**src/rtl/fixed_bcd_pkg.sv**
```systemverilog
// Shared types for the fixed-point to BCD converter: FSM states, BCD nibble
// type and a constant log2 helper used to size counters.
package fixed_bcd_pkg;

    typedef enum logic [1:0] {
        IDLE,
        INT,
        FRAC,
        FIN
    } state_t;

    typedef logic [3:0] bcd_t;

    function automatic int clog2(input int value);
        int r;
        r = 0;
        while ((1 << r) < value) r++;
        return r;
    endfunction

endpackage

```
**src/rtl/bcd_add3_digit.sv**
```systemverilog
// Double-dabble correction for one BCD nibble: digits of 5 or more get +3
// so the following left shift carries correctly into the next decade.
module bcd_add3_digit
    import fixed_bcd_pkg::*;
(
    input  bcd_t d_i,
    output bcd_t d_o
);

    assign d_o = (d_i >= 4'd5) ? d_i + 4'd3 : d_i;

endmodule

```
**src/rtl/fixed_to_bcd_seq.sv**
```systemverilog
// Sequential unsigned fixed-point to packed BCD converter (double dabble for the
// integer part, multiply-by-10 for the fraction). FIXED_TO_BCD_ROUND_EN adds round-half-up.
//
// state | meaning
// IDLE  | waiting for start_i; outputs hold the last result
// INT   | one double-dabble shift per cycle, N cycles
// FRAC  | one fractional digit per cycle (plus a guard digit when rounding)
// FIN   | load output registers, pulse done_o
module fixed_to_bcd_seq
    import fixed_bcd_pkg::*;
#(
    parameter int N        = 32,
    parameter int DIGIT    = 16,
    parameter int INT_DIG  = 10,
    parameter int FRAC_DIG = 4
) (
    input  logic                  clk_i,
    input  logic                  rst_i,
    input  logic                  start_i,
    input  logic [N+DIGIT-1:0]    data_i,
    output logic                  busy_o,
    output logic                  done_o,
    output logic [4*INT_DIG-1:0]  int_bcd_o,
    output logic [4*FRAC_DIG-1:0] frac_bcd_o,
    output logic                  overflow_o
);

`ifdef FIXED_TO_BCD_ROUND_EN
    localparam int RND = 1;
`else
    localparam int RND = 0;
`endif
    localparam int FSTEPS = FRAC_DIG + RND;
    localparam int CMAX   = (N > FSTEPS) ? N : FSTEPS;
    localparam int CW     = clog2(CMAX + 1);
    localparam int IW     = 4 * INT_DIG;
    localparam int FW     = 4 * FRAC_DIG;
    localparam int WW     = 4 * FSTEPS;

    state_t            state_q;
    logic [N-1:0]      int_sr_q;
    logic [IW-1:0]     bcd_q;
    logic              ovf_r_q;
    logic [DIGIT-1:0]  frac_r_q;
    logic [WW-1:0]     fwork_q;
    logic [CW-1:0]     cnt_q;
    logic              busy_q;
    logic              done_q;
    logic [IW-1:0]     int_bcd_q;
    logic [FW-1:0]     frac_bcd_q;
    logic              overflow_q;

    logic [IW-1:0]     bcd_adj;
    logic [IW-1:0]     bcd_shift_d;
    logic [DIGIT+3:0]  prod_d;
    logic [WW-1:0]     fwork_d;
    logic [IW-1:0]     int_fin_d;
    logic [FW-1:0]     frac_fin_d;
    logic              ovf_fin_d;

    for (genvar g = 0; g < INT_DIG; g++) begin : g_add3
        bcd_add3_digit u_add3 (
            .d_i (bcd_q[4*g +: 4]),
            .d_o (bcd_adj[4*g +: 4])
        );
    end

    assign bcd_shift_d = {bcd_adj[IW-2:0], int_sr_q[N-1]};
    assign prod_d      = {4'b0, frac_r_q} * (DIGIT+4)'(10);
    assign fwork_d     = (fwork_q << 4) | WW'(prod_d[DIGIT+3:DIGIT]);

`ifdef FIXED_TO_BCD_ROUND_EN
    logic carry;

    // Guard digit sits in the low nibble; ripple +1 through fraction then integer.
    always_comb begin
        int_fin_d  = bcd_q;
        frac_fin_d = fwork_q[WW-1 -: FW];
        ovf_fin_d  = ovf_r_q;
        carry      = (fwork_q[3:0] >= 4'd5);
        for (int i = 0; i < FRAC_DIG; i++) begin
            if (carry) begin
                if (frac_fin_d[4*i +: 4] == 4'd9) begin
                    frac_fin_d[4*i +: 4] = 4'd0;
                end else begin
                    frac_fin_d[4*i +: 4] = frac_fin_d[4*i +: 4] + 4'd1;
                    carry = 1'b0;
                end
            end
        end
        for (int i = 0; i < INT_DIG; i++) begin
            if (carry) begin
                if (int_fin_d[4*i +: 4] == 4'd9) begin
                    int_fin_d[4*i +: 4] = 4'd0;
                end else begin
                    int_fin_d[4*i +: 4] = int_fin_d[4*i +: 4] + 4'd1;
                    carry = 1'b0;
                end
            end
        end
        if (carry) ovf_fin_d = 1'b1;
    end
`else
    always_comb begin
        int_fin_d  = bcd_q;
        frac_fin_d = fwork_q[WW-1 -: FW];
        ovf_fin_d  = ovf_r_q;
    end
`endif

    always_ff @(posedge clk_i) begin
        if (!rst_i) begin
            state_q    <= IDLE;
            int_sr_q   <= '0;
            bcd_q      <= '0;
            ovf_r_q    <= 1'b0;
            frac_r_q   <= '0;
            fwork_q    <= '0;
            cnt_q      <= '0;
            busy_q     <= 1'b0;
            done_q     <= 1'b0;
            int_bcd_q  <= '0;
            frac_bcd_q <= '0;
            overflow_q <= 1'b0;
        end else begin
            done_q <= 1'b0;
            case (state_q)
                IDLE: begin
                    // The done cycle is spent in IDLE, so it must block a new start itself.
                    if (start_i && !done_q) begin
                        int_sr_q <= data_i[N+DIGIT-1:DIGIT];
                        frac_r_q <= data_i[DIGIT-1:0];
                        bcd_q    <= '0;
                        ovf_r_q  <= 1'b0;
                        fwork_q  <= '0;
                        cnt_q    <= CW'(N);
                        busy_q   <= 1'b1;
                        state_q  <= INT;
                    end
                end
                INT: begin
                    bcd_q    <= bcd_shift_d;
                    int_sr_q <= int_sr_q << 1;
                    ovf_r_q  <= ovf_r_q | bcd_adj[IW-1];
                    if (cnt_q == CW'(1)) begin
                        cnt_q   <= CW'(FSTEPS);
                        state_q <= FRAC;
                    end else begin
                        cnt_q <= cnt_q - CW'(1);
                    end
                end
                FRAC: begin
                    frac_r_q <= prod_d[DIGIT-1:0];
                    fwork_q  <= fwork_d;
                    if (cnt_q == CW'(1)) begin
                        cnt_q   <= '0;
                        state_q <= FIN;
                    end else begin
                        cnt_q <= cnt_q - CW'(1);
                    end
                end
                FIN: begin
                    int_bcd_q  <= int_fin_d;
                    frac_bcd_q <= frac_fin_d;
                    overflow_q <= ovf_fin_d;
                    done_q     <= 1'b1;
                    busy_q     <= 1'b0;
                    state_q    <= IDLE;
                end
                default: state_q <= IDLE;
            endcase
        end
    end

    assign busy_o     = busy_q;
    assign done_o     = done_q;
    assign int_bcd_o  = int_bcd_q;
    assign frac_bcd_o = frac_bcd_q;
    assign overflow_o = overflow_q;

endmodule

```
**config.mk**
```make
export PLATFORM = sky130hd
export DESIGN_NAME = fixed_to_bcd_seq
export DESIGN_NICKNAME = d
export VERILOG_FILES = /design/src/rtl/fixed_bcd_pkg.sv /design/src/rtl/bcd_add3_digit.sv /design/src/rtl/fixed_to_bcd_seq.sv
export SDC_FILE = /design/constraint.sdc
export NUM_CORES = 1
export LEC_CHECK = 0
export CAP_MARGIN = 10
export CORE_MARGIN = 2
export CORE_UTILIZATION = 50
export CTS_BUF_LIST = sky130_fd_sc_hd__clkbuf_16
export DETAILED_ROUTE_END_ITERATION = 7
export PLACE_DENSITY = 0.81
export SYNTH_ARGS = -nofsm -noshare
export SYNTH_HDL_FRONTEND = slang
export SYNTH_SLANG_ARGS = --single-unit
```
**constraint.sdc**
```tcl
create_clock -name clk_i -period 2.25 [get_ports clk_i]
set_input_delay 0.225 -clock clk_i [delete_from_list [all_inputs] [get_ports clk_i]]
set_output_delay 0.225 -clock clk_i [all_outputs]
set_load 0.02 [all_outputs]
```
==> impl_metrics.yaml, run 1 <==
global_route:
  grt_first_pass_wirelength_microns: 31200
  grt_pass1_vias: 6740
  overflow: 0
  antenna_found_initial: 0
  grt_use_total: 0.213
  grt_start_max_net_pins: 61
  grt_use_met3: 0.0449
  grt_use_met1: 0.271
  grt_busiest_layer: "met2"
  use_met2: 0.360
floorplan:
  placementRows: 47
  die_w_microns: 133
  ioPinCount: 110
  coreArea_sq_um: 16500
  initial_utilization: 0.508
  die_area_sq_um: 17800
  fp.dieH_microns: 133
setup_path:
  setup.worst_path.class: "register to register"
  slowest_stage: "dfxtp_1"
  reg2reg_slack_ns: 0.03
  startpoint_type: "register"
  required_ns: 2.61
  worstPathCellList: "buf_4 -> ha_1 -> ha_4 -> o211ai_1 -> o211ai_2 -> nand4_1 -> and3b_1 -> o31ai_1"
  cpPeakStageDelay_ns: 0.33
  end_kind: "register"
  arrival_ns: 2.57
  crit_path_max_fanout: 4
cts:
  cts_tree: "built"
  root_buffer: "clkbuf_16"
  cts.path.max_buffers: 2
  cts_hold_buf: 0
  htree_levels: 4
  cts.sinks: 172
  numCtsBuffers: 17
  clk_latency_ns: 0.43
  clk_pin_slew_ns: 0.07
finish:
  final_cell_mix: "dfxtp_1 (171), clkdlybuf4s50_1 (109), nor2_1 (90), a21oi_1 (86), nand2_1 (83)"
  nNetsFinal: 1146
  fill_cells: 1364
  areaGrowthSynthToFinish_pct: 24.3
  num_antenna_cells: 0
  final_common_cell: "dfxtp_1"
  drive_gt1_frac: 0.0789
outcome:
  status: "complete, no violations"
detailed_routing:
  wire_per_inst_microns: 14.7
  vias: 7089
  detail-route-antenna-nets: 0
  drt-total-wl_microns: 18700
  drt-initial-drc-count: 416
  viasPerCell: 5.57
  drcViolationCount: 0
  dr.pass1.iters: 6
sta:
  fin_crit_ns: 2.22
  hold_viol_final: 0
  fmax_mhz: 451
  setup_tns_ns: 0
  setup_viol: 0
  worstMarginPinSlew_ns: 0.600
  slew_headroom: 0.600
  holdWs_ns: 0.420
  drv_slew: 0
  skew_ns: 0.0109
  timing.final.crit_share: 0.985
placement:
  dpl.hpwl_microns: 12700
  place_congestion: 0.897
  io_buffers: 109
synthesis:
  synth_warnings: 0
  yosysSeqAreaShare: 0.411
  ys_types: 59
  ys.flop_type: "dfxtp_1"
  synth_edf_count: 0
  syn_nets: 1051
  synth.ff_latch_count: 172
  synth_area_sq_um: 8370
  synthArstFlopShare: 0
  synthCells: 944
  syn_avg_cell_area_sq_um: 8.87
flow_run:
  drv_cap: 0
power_and_ir_drop:
  p_per_area_nw_per_um2: 994
  p_leak_nw: 3.86
  ir_drop_mv: 0.702
hold_path:
  hold_class: "input port to register"
## sequential cells by signal, indices dropped and copies added (netlist names)
| signal | cells |
|---|---|
| frac_r_q | 16 |
| frac_bcd_o | 16 |
| int_sr_q | 32 |
| ovf_fin_d | 1 |
| int_bcd_o | 40 |
| bcd_q | 40 |
| cnt_q | 6 |
| state_q | 2 |
| done_o | 1 |
| busy_o | 1 |
| frac_fin_d | 16 |
| overflow_o | 1 |
## cells in the mapped netlist (all sizes together) (7+ instances only)
master  instances  area [sq um]
and2           17           106
a21o            7          52.6
nor3b          10          75.1
xor2           14           123
mux2i          69           691
o211a           7          70.1
or3            12          75.1
clkbuf         29           111
a21boi         15           113
dfxtp         172          3440
o21ai          45           225
ha             55           688
o211ai          8          65.1
xnor2          12           105
nand2b         12          82.6
a22oi          42           315
nand3          34           170
buf            29           173
a21oi          92           483
nand2          83           312
nor2           90           338
inv            35           131
## cell type report
class	instances	area [sq um]	share of cell area
inverter	36	138	0.0132
clock buffer	17	425	0.0409
sequential	172	3440	0.331
multi-input combinational	678	4610	0.443
timing repair buffer	134	1350	0.130
tap	220	275	0.0265
clock inverter	15	160	0.0154
## worst max-delay path, delay by kind of cell, from the launching register on
| family | cells | cell delay, ns |
|---|---|---|
| fa+ha+maj | 2 | 0.64 |
| compound gates | 3 | 0.62 |
| simple gates | 2 | 0.40 |
| flops | 1 | 0.33 |
| buf+inv | 1 | 0.14 |
## report_power, final
group	switching, mW	internal [mW]
registers	0.262	3.38
logic	2.27	1.51
clock network	1.28	1.65
## cell families (layout without fill, tap and decap cells)
group,Yosys count,count (layout),synth area share
mux,69,69,0.0825
xor+xnor,26,26,0.0272
flops,172,172,0.411
compound gates,245,245,0.187
buf+inv,94,202,0.0501
simple gates,282,282,0.157
fa+ha+maj,56,56,0.0846
## per-layer routing
metal / vias up / part of all wire / wire length [microns]
li1: 3521 / - / -
met3: 28 / 0.042 / 789
met1: 3369 / 0.46 / 8510
met2: 171 / 0.49 / 9080
met5: - / 0 / 0
met4: 0 / 0.017 / 313
## repair_timing
item	4_1_cts	5_1_grt
setup endpoints to repair	3	6
resized for setup	2	13
buffers inserted	0	1
pin swaps	0	7
## final timing paths
path                from             to  cells after the start
max reg2reg  frac_r_q[3]  frac_fin_d[1]                      8
min reg2reg  int_sr_q[1]    int_sr_q[2]                      2
max          frac_r_q[3]  frac_fin_d[1]                      8
min           data_i[15]   frac_r_q[15]                      3
## stage by stage
stage | worst slack (ns) | util | area (sq um) | std cells | power (mW)
3_3_place_gp | 0.0197 | 0.591 | 9740 | 1239 | 7.22
4_1_cts | 0.0149 | 0.627 | 10300 | 1271 | 10.2
3_5_place_dp | -0.0235 | 0.591 | 9740 | 1239 | 7.29
2_1_floorplan | 0.0826 | - | 8370 | 944 | 6.35
5_1_grt | -0.0230 | 0.632 | 10400 | 1272 | 10.9
6_report | 0.0327 | 0.632 | 10400 | 1272 | 10.3
Power figures use the tool's default switching activity.
==> inputs of run 2 (changes only) <==
- CTS_CLUSTER_SIZE: not set -> 8
==> results of run 2 <==
Final layout, timing and power as in run 1 (identical DEF).
